==> src/rtl/button_event_classifier.sv <==
// -----------------------------------------------------------------------------
// button_event_classifier
//
// Turns the debounced level and edge pulses of one push-button into gesture
// events: single short press, double click, and long press. While a long press
// is held it also emits periodic auto-repeat pulses. It sits directly after the
// debouncer and drives the lab control FSMs with single-cycle, registered
// event pulses.
//
// Parameters
//   CLK_HZ            system clock frequency in Hz
//   Simulacion        1 selects the *_SIM tick counts instead of ms-derived ones
//   LONG_MS           hold time before long_pulse
//   DOUBLE_MS         max release-to-second-press gap for a double click
//   REPEAT_MS         auto-repeat period while long-held
//   LONG_TICKS_SIM    long hold in ticks when Simulacion=1
//   DOUBLE_TICKS_SIM  double-click gap in ticks when Simulacion=1
//   REPEAT_TICKS_SIM  repeat period in ticks when Simulacion=1
//
// Ports
//   clk            in   system clock, all logic on posedge
//   reset          in   synchronous, active-high
//   pressed        in   debounced button level (1 = held)
//   press_pulse    in   1-cycle pulse on debounced press
//   release_pulse  in   1-cycle pulse on debounced release
//   short_pulse    out  1-cycle: single short press completed
//   double_pulse   out  1-cycle: double click completed
//   long_pulse     out  1-cycle: hold reached the long threshold
//   repeat_pulse   out  1-cycle: auto-repeat tick during long hold
//   hold           out  level: high while a long press is held
// -----------------------------------------------------------------------------
module button_event_classifier #(
  parameter int CLK_HZ           = 10_000_000,
  parameter int Simulacion       = 0,
  parameter int LONG_MS          = 800,
  parameter int DOUBLE_MS        = 300,
  parameter int REPEAT_MS        = 200,
  parameter int LONG_TICKS_SIM   = 8,
  parameter int DOUBLE_TICKS_SIM = 4,
  parameter int REPEAT_TICKS_SIM = 3
) (
  input  logic clk,
  input  logic reset,
  input  logic pressed,
  input  logic press_pulse,
  input  logic release_pulse,
  output logic short_pulse,
  output logic double_pulse,
  output logic long_pulse,
  output logic repeat_pulse,
  output logic hold
);

  localparam int TICKS_PER_MS = CLK_HZ / 1000;

  localparam int LONG_TICKS   = (Simulacion != 0) ? LONG_TICKS_SIM   : TICKS_PER_MS * LONG_MS;
  localparam int DOUBLE_TICKS = (Simulacion != 0) ? DOUBLE_TICKS_SIM : TICKS_PER_MS * DOUBLE_MS;
  localparam int REPEAT_TICKS = (Simulacion != 0) ? REPEAT_TICKS_SIM : TICKS_PER_MS * REPEAT_MS;

  localparam int MAX_LD    = (LONG_TICKS > DOUBLE_TICKS) ? LONG_TICKS : DOUBLE_TICKS;
  localparam int MAX_TICKS = (MAX_LD > REPEAT_TICKS) ? MAX_LD : REPEAT_TICKS;

  // One spare bit above the largest terminal value, so the saturating
  // increment in the untimed states never collides with a terminal count.
  localparam int CNT_W = $clog2(MAX_TICKS) + 1;

  typedef logic [CNT_W-1:0] cnt_t;

  localparam cnt_t LONG_LAST   = cnt_t'(LONG_TICKS - 1);
  localparam cnt_t DOUBLE_LAST = cnt_t'(DOUBLE_TICKS - 1);
  localparam cnt_t REPEAT_LAST = cnt_t'(REPEAT_TICKS - 1);

  typedef enum logic [2:0] {
    S_IDLE   = 3'd0,
    S_PRESS1 = 3'd1,
    S_WAIT2  = 3'd2,
    S_PRESS2 = 3'd3,
    S_LONG   = 3'd4
  } state_t;

  // Counter increment that sticks at all-ones instead of wrapping; only the
  // untimed state PRESS2 can run long enough to need it.
  function automatic cnt_t cnt_sat_inc(input cnt_t c);
    cnt_t r;
    if (c == '1) begin
      r = c;
    end else begin
      r = c + cnt_t'(1);
    end
    return r;
  endfunction

  state_t state_q, state_d;
  cnt_t   cnt_q,   cnt_d;

  logic short_q,  short_d;
  logic double_q, double_d;
  logic long_q,   long_d;
  logic repeat_q, repeat_d;
  logic hold_q,   hold_d;

  // A simultaneous release wins over a press, so the press is masked here
  // once rather than in every state that listens for it.
  logic press_eff;
  assign press_eff = press_pulse & ~release_pulse;

  always_ff @(posedge clk) begin
    if (reset) begin
      state_q  <= S_IDLE;
      cnt_q    <= '0;
      short_q  <= 1'b0;
      double_q <= 1'b0;
      long_q   <= 1'b0;
      repeat_q <= 1'b0;
      hold_q   <= 1'b0;
    end else begin
      state_q  <= state_d;
      cnt_q    <= cnt_d;
      short_q  <= short_d;
      double_q <= double_d;
      long_q   <= long_d;
      repeat_q <= repeat_d;
      hold_q   <= hold_d;
    end
  end

  always_comb begin
    state_d  = state_q;
    cnt_d    = cnt_sat_inc(cnt_q);
    short_d  = 1'b0;
    double_d = 1'b0;
    long_d   = 1'b0;
    repeat_d = 1'b0;

    unique case (state_q)
      S_IDLE: begin
        cnt_d = '0;
        if (press_eff) begin
          state_d = S_PRESS1;
        end
      end

      // Release is checked first so it wins over the long timeout.
      S_PRESS1: begin
        if (release_pulse) begin
          state_d = S_WAIT2;
        end else if (cnt_q == LONG_LAST) begin
          state_d = S_LONG;
          long_d  = 1'b1;
        end
      end

      // A second press arriving on the timeout cycle still makes a double.
      S_WAIT2: begin
        if (press_eff) begin
          state_d = S_PRESS2;
        end else if (cnt_q == DOUBLE_LAST) begin
          state_d = S_IDLE;
          short_d = 1'b1;
        end
      end

      S_PRESS2: begin
        if (release_pulse) begin
          state_d  = S_IDLE;
          double_d = 1'b1;
        end
      end

      // The period counter reloads at its terminal value even if the level
      // has dropped, so it cannot wrap; only a held button fires a repeat.
      S_LONG: begin
        if (release_pulse) begin
          state_d = S_IDLE;
        end else if (cnt_q == REPEAT_LAST) begin
          cnt_d    = '0;
          repeat_d = pressed;
        end
      end

      default: begin
        state_d = S_IDLE;
      end
    endcase

    if (state_d != state_q) begin
      cnt_d = '0;
    end

    hold_d = (state_d == S_LONG);
  end

  assign short_pulse  = short_q;
  assign double_pulse = double_q;
  assign long_pulse   = long_q;
  assign repeat_pulse = repeat_q;
  assign hold         = hold_q;

endmodule

==> config.mk <==
export PLATFORM = sky130hd
export DESIGN_NAME = button_event_classifier
export DESIGN_NICKNAME = d
export VERILOG_FILES = /design/src/rtl/button_event_classifier.sv
export SDC_FILE = /design/constraint.sdc
export NUM_CORES = 1
export LEC_CHECK = 0
export ABC_AREA = 0
export BUFFER_PORTS_ARGS = -buffer_cell sky130_fd_sc_hd__buf_2
export CORE_ASPECT_RATIO = 1.2
export CORE_MARGIN = 1
export CORE_UTILIZATION = 55
export DETAILED_ROUTE_END_ITERATION = 7
export PLACE_DENSITY = 0.82
export SLEW_MARGIN = 20
export SYNTH_ARGS = -nofsm -noshare
export SYNTH_HDL_FRONTEND = slang
export SYNTH_SLANG_ARGS = --single-unit
==> constraint.sdc <==
create_clock -name clk -period 2.86 [get_ports clk]
set_input_delay 0.286 -clock clk [delete_from_list [all_inputs] [get_ports clk]]
set_output_delay 0.286 -clock clk [all_outputs]
set_load 0.1 [all_outputs]
==> impl_metrics.tcl <==
set metrics [dict create \
    run_status "finished, final reports clean" \
    synth-compound-area-share 0.110 \
    cp.required_ns 3.09 \
    cts_buffer_depth 2 \
    holdBufCountCts 0 \
    p_int_uw 579 \
    crit_type "flip-flop to flip-flop" \
    hold_path_end "repeat_pulse" \
    grtUsageTotal 0.272 \
    reg2reg_depth 8 \
    path_max_fanout 24 \
    start_util 0.579 \
    path_clk_slew_ns 0.10 \
    layout.nets 223 \
    viasPerCell 6.22 \
    yosysSeqAreaShare 0.362 \
    net-switching-power_uw 177 \
    hold_start "pressed" \
    grt_max_degree 25 \
    syn_area_per_cell_um2 8.63 \
    synthMuxAreaShare 0.0170 \
    yosysUniqueCellTypes 43 \
    drt_iter0_markers 42 \
    worst_hold_slack_ns 0.172 \
    route.met2.wl_um 1790 \
    tritoncts "done" \
    synthArstFlopShare 0 \
    synth_area_um2 1770 \
    dpl.hpwl_um 2710 \
    antenna_found_initial 0 \
    synth_warnings 0 \
    worst_ep_arrival_time_ns 2.38 \
    seq_power_share 0.596 \
    maxSlewViolCount 0 \
    min_period_ns 2.15 \
    switching_share 0.234 \
    numPortBuffers 9 \
    drive_gt1_frac 0.138 \
    synth-seq-cells 32 \
    cts_setup_buffers 0 \
    worst_slew_pin_slew_ns 0.672 \
    synth-simple-area-share 0.383 \
    routedLengthMet1_um 1640 \
    synth_common_cells "32 x dfxtp_1, 23 x nor3_1, 16 x xnor2_1" \
    whs_path_depth 3 \
    clockPowerShare 0.361 \
    synth-adder-area-share 0.00707 \
    r2r_start "cnt_q[0]" \
    die-area_um2 3450 \
    fmax_mhz 465 \
    final_hold_viol_count 0 \
    ant_nets 0 \
    synth_top_family_by_area "simple AND/OR/NAND/NOR gates" \
    cts-resized-gates 0 \
    io_pins 10 \
    coreArea_um2 3060 \
    wire_per_inst_um 15.1 \
    drc_errors 0 \
    yosysTopAreaCell "dfxtp_1" \
    clock-sinks 32 \
    postSynthNetCount 211 \
    overflow 0 \
    end_kind "flip-flop" \
    finalCritPeriodShare 0.752 \
    postSynthCellCount 205 \
    synth_ff_type "dfxtp_1" \
    r2r_end "cnt_q[11]" \
    cts-root-buf "clkbuf_4" \
    irDropWorstVdd_uv 310 \
    insertion_delay_ns 0.35 \
    rrSetupSlack_ns 0.71 \
    grt_pass1_wl_um 6670 \
    p_comb_frac 0.043 \
    setup_ws_ns 0.709 \
    antennaDiodeCount 0 \
    grt_setup_unrepaired "false" \
    tns_ns 0 \
    yosysTopAreaCellShare 0.362 \
    vias 1581 \
    top_layer "met4" \
    yosys-top-cells-area "dfxtp_1 36%, xnor2_1 7.9%, nor3_1 6.5%" \
    drt_wl_total_um 3820 \
    utilization 0.625 \
    p_per_area_nw_per_um2 396 \
    rows 22 \
    htreeDepth 2 \
    post-place-ws_ns 0.706 \
    syn_to_final_growth_pct 7.92 \
    p_leak_uw 0.000605 \
    drt-pass1-iter-count 4 \
    setup-violations-final 0 \
    fp.dieW_um 53.8 \
    numCtsBuffers 5 \
    fin_skew_ns 0.00925 \
    grt_pass1_vias 1449 \
    setup.worst_path.start_class "flip-flop" \
    hold_class "input port to flip-flop" \
    synth_xor_area_frac 0.0842 \
    die_h_um 64.1 \
    power.total_uw 756 \
    wl_met3_um 173 \
    gp_congestion 0.958 \
    drv_cap 0 \
    slew_headroom 0.549 \
    synth_edf_count 0 \
    yosysMostFrequentCell "dfxtp_1" \
]
==> how the worst max path moves through the flow <==
stage | start | end | slack (ns) | cells after the start
2_1_floorplan | cnt_q[8] | cnt_q[18] | 0.87 | 6
3_3_place_gp | cnt_q[8] | cnt_q[16] | 0.77 | 6
3_5_place_dp | cnt_q[0] | cnt_q[11] | 0.71 | 8
4_1_cts | cnt_q[0] | cnt_q[11] | 0.69 | 8
5_1_grt | cnt_q[0] | cnt_q[4] | 0.52 | 8
6_report | cnt_q[0] | cnt_q[11] | 0.71 | 8
==> worst max-delay path, stage by stage (launching register included) <==
cell      delay (ns)
dfxtp_1         0.40
ha_1            0.22
nand3_1         0.09
buf_4           0.19
nor4_1          0.32
nand4_1         0.19
a211oi_2        0.24
buf_4           0.29
nor3_1          0.11
==> routing by layer <==
metal / up-vias / GRT usage
met3: 22 / 0.0857
met5: - / 0
met4: 0 / 0.171
li1: 799 / -
met1: 717 / 0.297
met2: 43 / 0.437
==> placed cells by master (no fill, tap or decap), types with 3 or more instances in the layout <==
| cell type | n |
|---|---|
| inv_1 | 3 |
| and4_1 | 7 |
| clkbuf_4 | 5 |
| nand4_1 | 9 |
| nand2_1 | 15 |
| nor3_1 | 23 |
| a211oi_1 | 4 |
| buf_4 | 5 |
| mux2i_1 | 3 |
| nand3_1 | 10 |
| nor4_1 | 7 |
| a21oi_1 | 11 |
| dfxtp_1 | 32 |
| nor2_1 | 11 |
| buf_2 | 9 |
| and3_1 | 6 |
| nor3b_1 | 3 |
| xnor2_1 | 16 |
| a2111oi_0 | 3 |
==> per-stage QoR <==
step           area (µm²)  cells
2_1_floorplan        1770    205
3_3_place_gp         1850    246
3_5_place_dp         1850    246
4_1_cts              1910    254
5_1_grt              1910    254
6_report             1910    254
==> layout make-up <==
type	count	area [µm²]
fillers	292	1150
flip-flops and latches	32	641
multi-input cells	161	1070
inverters	3	11.3
repair buffers	14	82.6
clock buffers	8	58.8
well taps	36	45.0
==> cell families after synthesis <==
kind of cell             after synthesis
AO/OA/AOI/OAI                         29
XOR/XNOR                              17
adder cells (fa/ha/maj)                1
buffers and inverters                 12
flip-flops                            32
multiplexers                           3
AND/OR/NAND/NOR                      111
==> power by group through the flow <==
stage	sequential (µW)	clock [µW]	combinational [µW]
floorplan	459	0	25.6
global placement	461	0	33.1
detailed placement	461	0	33.2
CTS	451	282	33.2
global route	451	302	37.1
finish	451	273	32.6
==> state kept, by name, indices dropped and copies added (netlist names) <==
name,cells
cnt_q,24
double_pulse,1
hold,1
long_pulse,1
repeat_pulse,1
short_pulse,1
state_q,3
(Power assumes the default switching activity.)
